$ cat src/rtl/serial_add_sched.sv
// Round-robin scheduler sharing one bit-serial adder slice (two cascaded half adders) between two requesters.
// Optional macro SERIAL_ADD_SUB_EN adds per-requester subtract control (A - B via inverted B and carry-in 1).
module serial_add_sched #(
    parameter int WIDTH = 8,
    localparam int CNT_W = $clog2(WIDTH)
) (
    input  logic             clk,
    input  logic             rst,
    input  logic             req0_valid,
    input  logic [WIDTH-1:0] req0_a,
    input  logic [WIDTH-1:0] req0_b,
`ifdef SERIAL_ADD_SUB_EN
    input  logic             req0_sub,
`endif
    output logic             req0_ready,
    input  logic             req1_valid,
    input  logic [WIDTH-1:0] req1_a,
    input  logic [WIDTH-1:0] req1_b,
`ifdef SERIAL_ADD_SUB_EN
    input  logic             req1_sub,
`endif
    output logic             req1_ready,
    output logic             res_valid,
    input  logic             res_ready,
    output logic [WIDTH-1:0] res_sum,
    output logic             res_cout,
    output logic             res_id,
    output logic             busy,
    output logic [1:0]       state_dbg
);

    // Handshakes: a transfer happens on a rising edge where valid and ready are
    // both high; valid never depends on ready, and results hold until taken.

    typedef enum logic [1:0] {
        IDLE  = 2'd0,
        SHIFT = 2'd1,
        DONE  = 2'd2
    } state_t;

    state_t           state, state_next;
    logic [WIDTH-1:0] a_sh, b_sh, sum_sh;
    logic [CNT_W-1:0] cnt;
    logic             carry;
    logic             ptr;
    logic             grant0, grant1, accept;
    logic             sub_sel, sub_q;
    logic             b_bit, s1, c1, s, c2, carry_next;
    logic             last_step;

    // ptr holds the last granted requester; a tie goes to the other one.
    always_comb begin
        grant0 = req0_valid & (~req1_valid | ptr);
        grant1 = req1_valid & (~req0_valid | ~ptr);
    end

    assign req0_ready = (state == IDLE) & grant0;
    assign req1_ready = (state == IDLE) & grant1;
    assign accept     = req0_ready | req1_ready;

`ifdef SERIAL_ADD_SUB_EN
    assign sub_sel = req1_ready ? req1_sub : req0_sub;

    always_ff @(posedge clk or posedge rst) begin
        if (rst) begin
            sub_q <= 1'b0;
        end else if (accept) begin
            sub_q <= sub_sel;
        end
    end
`else
    assign sub_sel = 1'b0;
    assign sub_q   = 1'b0;
`endif

    // One full-adder slice built from two cascaded half adders.
    always_comb begin
        b_bit      = b_sh[0] ^ sub_q;
        s1         = a_sh[0] ^ b_bit;
        c1         = a_sh[0] & b_bit;
        s          = s1 ^ carry;
        c2         = s1 & carry;
        carry_next = c1 | c2;
    end

    assign last_step = (cnt == CNT_W'(WIDTH - 1));

    always_comb begin
        state_next = state;
        case (state)
            IDLE:    if (accept) state_next = SHIFT;
            SHIFT:   if (last_step) state_next = DONE;
            DONE:    if (res_ready) state_next = IDLE;
            default: state_next = IDLE;
        endcase
    end

    always_ff @(posedge clk or posedge rst) begin
        if (rst) begin
            state <= IDLE;
        end else begin
            state <= state_next;
        end
    end

    always_ff @(posedge clk or posedge rst) begin
        if (rst) begin
            a_sh      <= '0;
            b_sh      <= '0;
            sum_sh    <= '0;
            cnt       <= '0;
            carry     <= 1'b0;
            ptr       <= 1'b1;
            res_valid <= 1'b0;
            res_cout  <= 1'b0;
            res_id    <= 1'b0;
        end else begin
            case (state)
                IDLE: begin
                    if (accept) begin
                        a_sh   <= req1_ready ? req1_a : req0_a;
                        b_sh   <= req1_ready ? req1_b : req0_b;
                        carry  <= sub_sel;
                        cnt    <= '0;
                        res_id <= req1_ready;
                        ptr    <= req1_ready;
                    end
                end
                SHIFT: begin
                    a_sh   <= a_sh >> 1;
                    b_sh   <= b_sh >> 1;
                    sum_sh <= {s, sum_sh[WIDTH-1:1]};
                    carry  <= carry_next;
                    cnt    <= cnt + 1'b1;
                    if (last_step) begin
                        res_cout  <= carry_next;
                        res_valid <= 1'b1;
                    end
                end
                DONE: begin
                    if (res_ready) begin
                        res_valid <= 1'b0;
                    end
                end
                default: begin
                    res_valid <= 1'b0;
                end
            endcase
        end
    end

    assign res_sum   = sum_sh;
    assign busy      = (state != IDLE);
    assign state_dbg = state;

endmodule

$ cat config.mk
export PLATFORM = sky130hd
export DESIGN_NAME = serial_add_sched
export DESIGN_NICKNAME = d
export VERILOG_FILES = /design/src/rtl/serial_add_sched.sv
export SDC_FILE = /design/constraint.sdc
export NUM_CORES = 1
export LEC_CHECK = 0
export CAP_MARGIN = 20
export CORE_ASPECT_RATIO = 1.5
export CORE_MARGIN = 8
export CORE_UTILIZATION = 25
export CTS_CLUSTER_SIZE = 40
export DETAILED_ROUTE_END_ITERATION = 6
export GPL_TIMING_DRIVEN = 1
export SETUP_SLACK_MARGIN = 0.2
export SLEW_MARGIN = 10
export SYNTH_ARGS = -nofsm -noshare
export SYNTH_HDL_FRONTEND = slang
export SYNTH_SLANG_ARGS = --single-unit
$ cat constraint.sdc
create_clock -name clk -period 1.4 [get_ports clk]
set_clock_uncertainty 0.05 [all_clocks]
set_input_delay 0.28 -clock clk [delete_from_list [all_inputs] [get_ports clk]]
set_output_delay 0.28 -clock clk [all_outputs]
set_load 0.005 [all_outputs]
==> flow_summary.toml, run 1 <==
[status]
status = "finished with violations"
violations = "setup timing"

[placed_design]
pre_cts_ws_ns = -0.613
hpwl_mm = 3.74
io_buffers = 52
placed_area_sq_um = 2460
gp_congestion = 0.717

[timing]
slew_viol_final = 0
layout_setup_ws_ns = -0.175
post-route-period-util = 1.12
tightest_slew_ns = 0.299
fin_tns_setup_ns = -2.68
setup_viol = 33
fmax_ghz = 0.635
rsz0062_at_grt = "yes"
timing.max_slew.rel_slack = 0.801
hold_viol_final = 0
period_needed_ns = 1.57

[die]
core_area_sq_um = 6760
die_y_um = 117
io_pins = 53
start_util = 0.254
num_rows = 37
die_area_sq_um = 9830
die_w_um = 83.7

[setup_path]
startpoint = "state_dbg[0]"
cp_max_fo = 2
worst_setup_path_end_kind = "primary output"
critPathMaxStageDelay_ns = 0.42
r2r_start = "state_dbg[0]"
arrival_ns = 1.24
required_ns = 1.07
crit_buf_inv = 2
critPathKind = "reg2out"
cpMaxStageDelayCell = "dfrtp_2"
r2r-end = "b_sh[0]"
cp_top_family = "flip-flops"
worst_r2r_path_depth = 5
path_cells = "nor2_4 -> buf_6 -> o21ai_2 -> nor2_1 -> buf_2"
r2r_setup_slack_ns = -0.15
cp-start-kind = "flop"

[routing]
wl_met3_um = 284
wl_per_cell_um = 16.5
top_layer = "met4"
drcViolationCount = 0
via_per_inst = 4.90
wl_met2_mm = 3.10
drt_iter0_drc = 84
drt_wl_total_mm = 5.69
ant_nets = 0
vias = 1685
wl_met1_mm = 2.24
firstDrtPassIters = 7

[synthesis]
syn_inst = 166
yosysSeqAreaShare = 0.496
synth-seq-cells = 34
synth_nets = 206
yosysWarnings = 0
yosysUniqueCellTypes = 30
synth_area_sq_um = 1720
postSynthAreaPerCell_sq_um = 10.3

[global_route]
grt_max_degree = 35
antenna_found_initial = 0
gr-total-overflow = 0
grt_use_total = 0.114
grt_pass1_wl_mm = 9.16
grt_pass1_vias = 1902

[cts]
clock_latency_ns = 0.29
cts.sinks = 34
cts_made_buffers = 5
cts_tree = "yes"
clkTransAtPathRegs_ns = 0.07
clk_path_buf_depth = 2
cts_root_buffer = "clkbuf_8"
h-tree-depth = 2

[layout]
areaGrowthSynthToFinish_pct = 72.2
fin_util = 0.437
layout-drive-gt1-share = 0.459
nets = 305
antenna_cells = 0
layout_commonest_cell = "clkdlybuf4s50_1"
fillers = 671
mostFrequentLayoutCells = "34 x clkdlybuf4s50_1, 31 x dfrtp_1, 28 x buf_4"
finalInstanceArea_sq_um = 2960

[power]
cellPowerDensity_nw_per_um2 = 2140
vdd_ir_drop_max_mv = 1.23
power.static_leakage_nw = 1.33

[run]
drv_cap = 0

[min_path]
hp-class = "in2async"
metrics by stage:
step                      instances  hold slack (ns)  power [mW]
final                           344            0.283        6.31
after detailed placement        305            0.415        4.57
after CTS                       339            0.297        6.00
after floorplan                 166            0.300        3.46
after global placement          305            0.420        4.50
after global routing            344            0.293        6.79
sequential cells by signal (all words and copies together), names as in the netlist, 2 cells and up:
register and cells:
cnt 3, res_sum 8, b_sh 8, state_dbg 2, a_sh 8
cells in the mapped netlist:
cell / instances / area [sq um]
dfrtp_1: 33 / 826
nand2_1: 28 / 105
o21ai_0: 18 / 90.1
inv_1: 15 / 56.3
a211oi_1: 14 / 105
a222oi_1: 11 / 110
nor2_1: 7 / 26.3
buf_6: 5 / 56.3
a21oi_1: 3 / 15.0
a221oi_2: 3 / 45.0
a22o_1: 3 / 26.3
buf_2: 2 / 10.0
buf_4: 2 / 15.0
clkbuf_1: 2 / 7.51
ha_1: 2 / 25.0
mux2i_1: 2 / 20.0
nand2b_1: 2 / 12.5
o2bb2ai_1: 2 / 17.5
a21bo_4: 1 / 16.3
a21boi_4: 1 / 18.8
a21o_1: 1 / 7.51
a31oi_1: 1 / 6.26
and2b_1: 1 / 7.51
dfstp_2: 1 / 26.3
fa_1: 1 / 20.0
inv_2: 1 / 3.75
mux2_2: 1 / 11.3
nor2_4: 1 / 11.3
nor3_2: 1 / 10.0
or2_4: 1 / 8.76
cell type report:
| cell class | count | area [sq um] | share of cell area |
|---|---|---|---|
| Timing Repair Buffer | 100 | 933 | 0.316 |
| Multi-Input combinational cell | 108 | 916 | 0.310 |
| Sequential cell | 34 | 855 | 0.289 |
| Tap cell | 78 | 97.6 | 0.0330 |
| Clock buffer | 7 | 86.3 | 0.0292 |
| Inverter | 16 | 62.6 | 0.0212 |
| Clock inverter | 1 | 5.00 | 0.00169 |
tightest hold or removal path: stages:
cell             delay [ns]
clkdlybuf4s50_1        0.40
inv_1                  0.09
buf_12                 0.21
layer usage:
layer / up-vias / track usage
li1: 803 / -
met1: 827 / 0.120
met2: 49 / 0.204
met3: 6 / 0.0381
met4: 0 / 0.0380
met5: - / 0
worst max path at each step:
stage / cells after the start / end / slack, ns
after detailed placement: 4 / req0_ready / -0.61
final: 5 / req0_ready / -0.17
after CTS: 5 / req0_ready / -0.19
after global placement: 4 / req0_ready / -0.62
after global routing: 5 / req0_ready / -0.24
after floorplan: 4 / a_sh[3] / 0.06
where the power goes:
part	internal (mW)	switching (mW)	total [mW]	leakage, nW
Combinational	2.09	1.73	3.81	0.877
Sequential	1.49	0.251	1.74	0.409
Clock	0.397	0.364	0.761	0.0482
kinds of logic (layout without fill, tap and decap cells):
kind of cell    count (synthesis)  in the layout  synth area share
compound gates                 58             58             0.267
simple gates                   41             44             0.106
flops                          34             34             0.496
buf+inv                        27            124            0.0867
fa+ha+maj                       3              3            0.0262
mux                             3              3            0.0182
what timing repair did:
action,CTS,global route
hold buffers,0,0
cloned,4,0
gates resized for setup,109,23
setup endpoints to repair,47,40
setup buffers,22,5
pin swaps,22,9
Power figures use the tool's default switching activity.
==> run 2, diff against run 1 <==
--- a/config.mk
+++ b/config.mk
@@ -9,6 +9,7 @@
 export CORE_ASPECT_RATIO = 1.5
 export CORE_MARGIN = 8
 export CORE_UTILIZATION = 25
+export CTS_BUF_LIST = sky130_fd_sc_hd__clkbuf_8 sky130_fd_sc_hd__clkbuf_16
 export CTS_CLUSTER_SIZE = 40
 export DETAILED_ROUTE_END_ITERATION = 6
 export GPL_TIMING_DRIVEN = 1
==> run 2 against run 1 <==
Net effect:
- the flow still finishes with violations (setup timing)
- count of clock-buffer cells in the layout down 1
- sequential cell count unchanged
- design area unchanged
- die area unchanged
- critical path depth unchanged
- global-route usage unchanged
- routed wire length unchanged
- register-to-register slack about the same
- critical path type unchanged
==> flow_summary.toml, run 2 (synthesized netlist as in run 1, its figures left out) <==
[status]
status = "finished with violations"
violations = "setup timing"

[cts]
cts_made_buffers = 5
clk_path_buf_depth = 2
cts.sinks = 34
clock_latency_ns = 0.29
h-tree-depth = 2
cts_root_buffer = "clkbuf_8"
clkTransAtPathRegs_ns = 0.07
cts_tree = "yes"
ctsHoldBuffers = 0

[layout]
antenna_cells = 0
areaGrowthSynthToFinish_pct = 72.2
mostFrequentLayoutCells = "34 x clkdlybuf4s50_1, 31 x dfrtp_1, 28 x buf_4"
layout_commonest_cell = "clkdlybuf4s50_1"
nets = 305
layout-drive-gt1-share = 0.459
fin_cells = 344

[timing]
setup_viol = 33
rsz0062_at_grt = "yes"
slew_viol_final = 0
fmax_ghz = 0.635
hold_viol_final = 0
tightest_slew_ns = 0.299
layout_setup_ws_ns = -0.175
timing.max_slew.rel_slack = 0.801
post-route-period-util = 1.12
period_needed_ns = 1.57

[power]
power.static_leakage_nw = 1.34
cellPowerDensity_nw_per_um2 = 2130
vdd_ir_drop_max_mv = 1.23
p_total_mw = 6.31

[setup_path]
r2r_setup_slack_ns = -0.15
cpMaxStageDelayCell = "dfrtp_2"
worst_setup_path_end_kind = "primary output"
cp-start-kind = "flop"
crit_buf_inv = 2
arrival_ns = 1.24
cp_top_family = "flip-flops"
cp_max_fo = 2
critPathKind = "reg2out"
required_ns = 1.07
critPathMaxStageDelay_ns = 0.42
path_cells = "nor2_4 -> buf_6 -> o21ai_2 -> nor2_1 -> buf_2"

[die]
start_util = 0.254
die_area_sq_um = 9830
core_area_sq_um = 6760
io_pins = 53
die_w_um = 83.7
die_y_um = 117
num_rows = 37

[routing]
wl_per_cell_um = 16.5
vias = 1685
drcViolationCount = 0
drt_wl_total_mm = 5.69
drt_iter0_drc = 84
ant_nets = 0
via_per_inst = 4.90
firstDrtPassIters = 7

[placed_design]
dp.cells = 305
gp_congestion = 0.717
hpwl_mm = 3.74
io_buffers = 52

[global_route]
grt_pass1_wl_mm = 9.16
gr-total-overflow = 0
grt_pass1_vias = 1902
grt_use_total = 0.114
antenna_found_initial = 0
grt_max_degree = 35

[min_path]
hp-class = "in2async"

[run]
drv_cap = 0
run 2: cell types whose count changed in the layout (fill, tap and decap cells not counted):
cell / change
clkbuf_1: -1
inv_1: +1
run 2: final cells by class:
type                    instances  area [sq um]
multi-input cells             108           916
well taps                      78          97.6
clock inverters                 2          8.76
repair buffers                100           933
clock buffers                   6          82.6
fillers                       671          3800
flip-flops and latches         34           855
inverters                      16          62.6
run 2: routing by layer:
| layer | routed length (um) | GRT usage |
|---|---|---|
| met2 | 3100 | 0.204 |
| met5 | 0 | 0 |
| met1 | 2250 | 0.120 |
| met4 | 59 | 0.0380 |
| met3 | 284 | 0.0381 |
run 2: path summary, 6_finish.rpt:
| path | startpoint | to | cells after the start |
|---|---|---|---|
| setup / recovery | state_dbg[0] | req0_ready | 5 |
| hold / removal | rst | res_sum[6] | 3 |
| setup reg to reg | state_dbg[0] | b_sh[0] | 5 |
| hold reg to reg | res_sum[0] | res_sum[0] | 2 |
| max in group asynchronous | rst | ptr | 3 |
| min in group clk | res_sum[0] | res_sum[0] | 2 |
run 2: per-stage QoR:
stage	hold slack, ns	worst slack, ns	area, sq um	utilization	setup TNS (ns)
floorplan	0.300	0.0603	1780	-	0
global placement	0.420	-0.619	2460	0.364	-10.61
detailed placement	0.415	-0.613	2460	0.364	-11.13
CTS	0.297	-0.189	2840	0.420	-2.33
global route	0.293	-0.244	2960	0.437	-4.19
finish	0.283	-0.175	2960	0.437	-2.68
run 2: worst reg2reg max path, cell delays in order, from the launching register on:
cell	delay, ns
dfrtp_2	0.42
buf_4	0.14
buf_6	0.12
and2b_2	0.24
buf_6	0.15
a222oi_1	0.33
run 2: what timing repair did:
| item | in CTS | in global routing |
|---|---|---|
| endpoints found under the setup margin | 47 | 40 |
| setup buffers | 22 | 5 |
| cloned | 4 | 0 |
| endpoints found under the hold margin | 0 | 0 |
| pin swaps | 22 | 9 |
| resized for setup | 109 | 23 |
run 2: power by group:
group / leakage, nW / internal [mW] / switching, mW / total [mW]
registers: 0.409 / 1.49 / 0.251 / 1.74
logic: 0.877 / 2.09 / 1.73 / 3.81
clock network: 0.0524 / 0.390 / 0.365 / 0.755
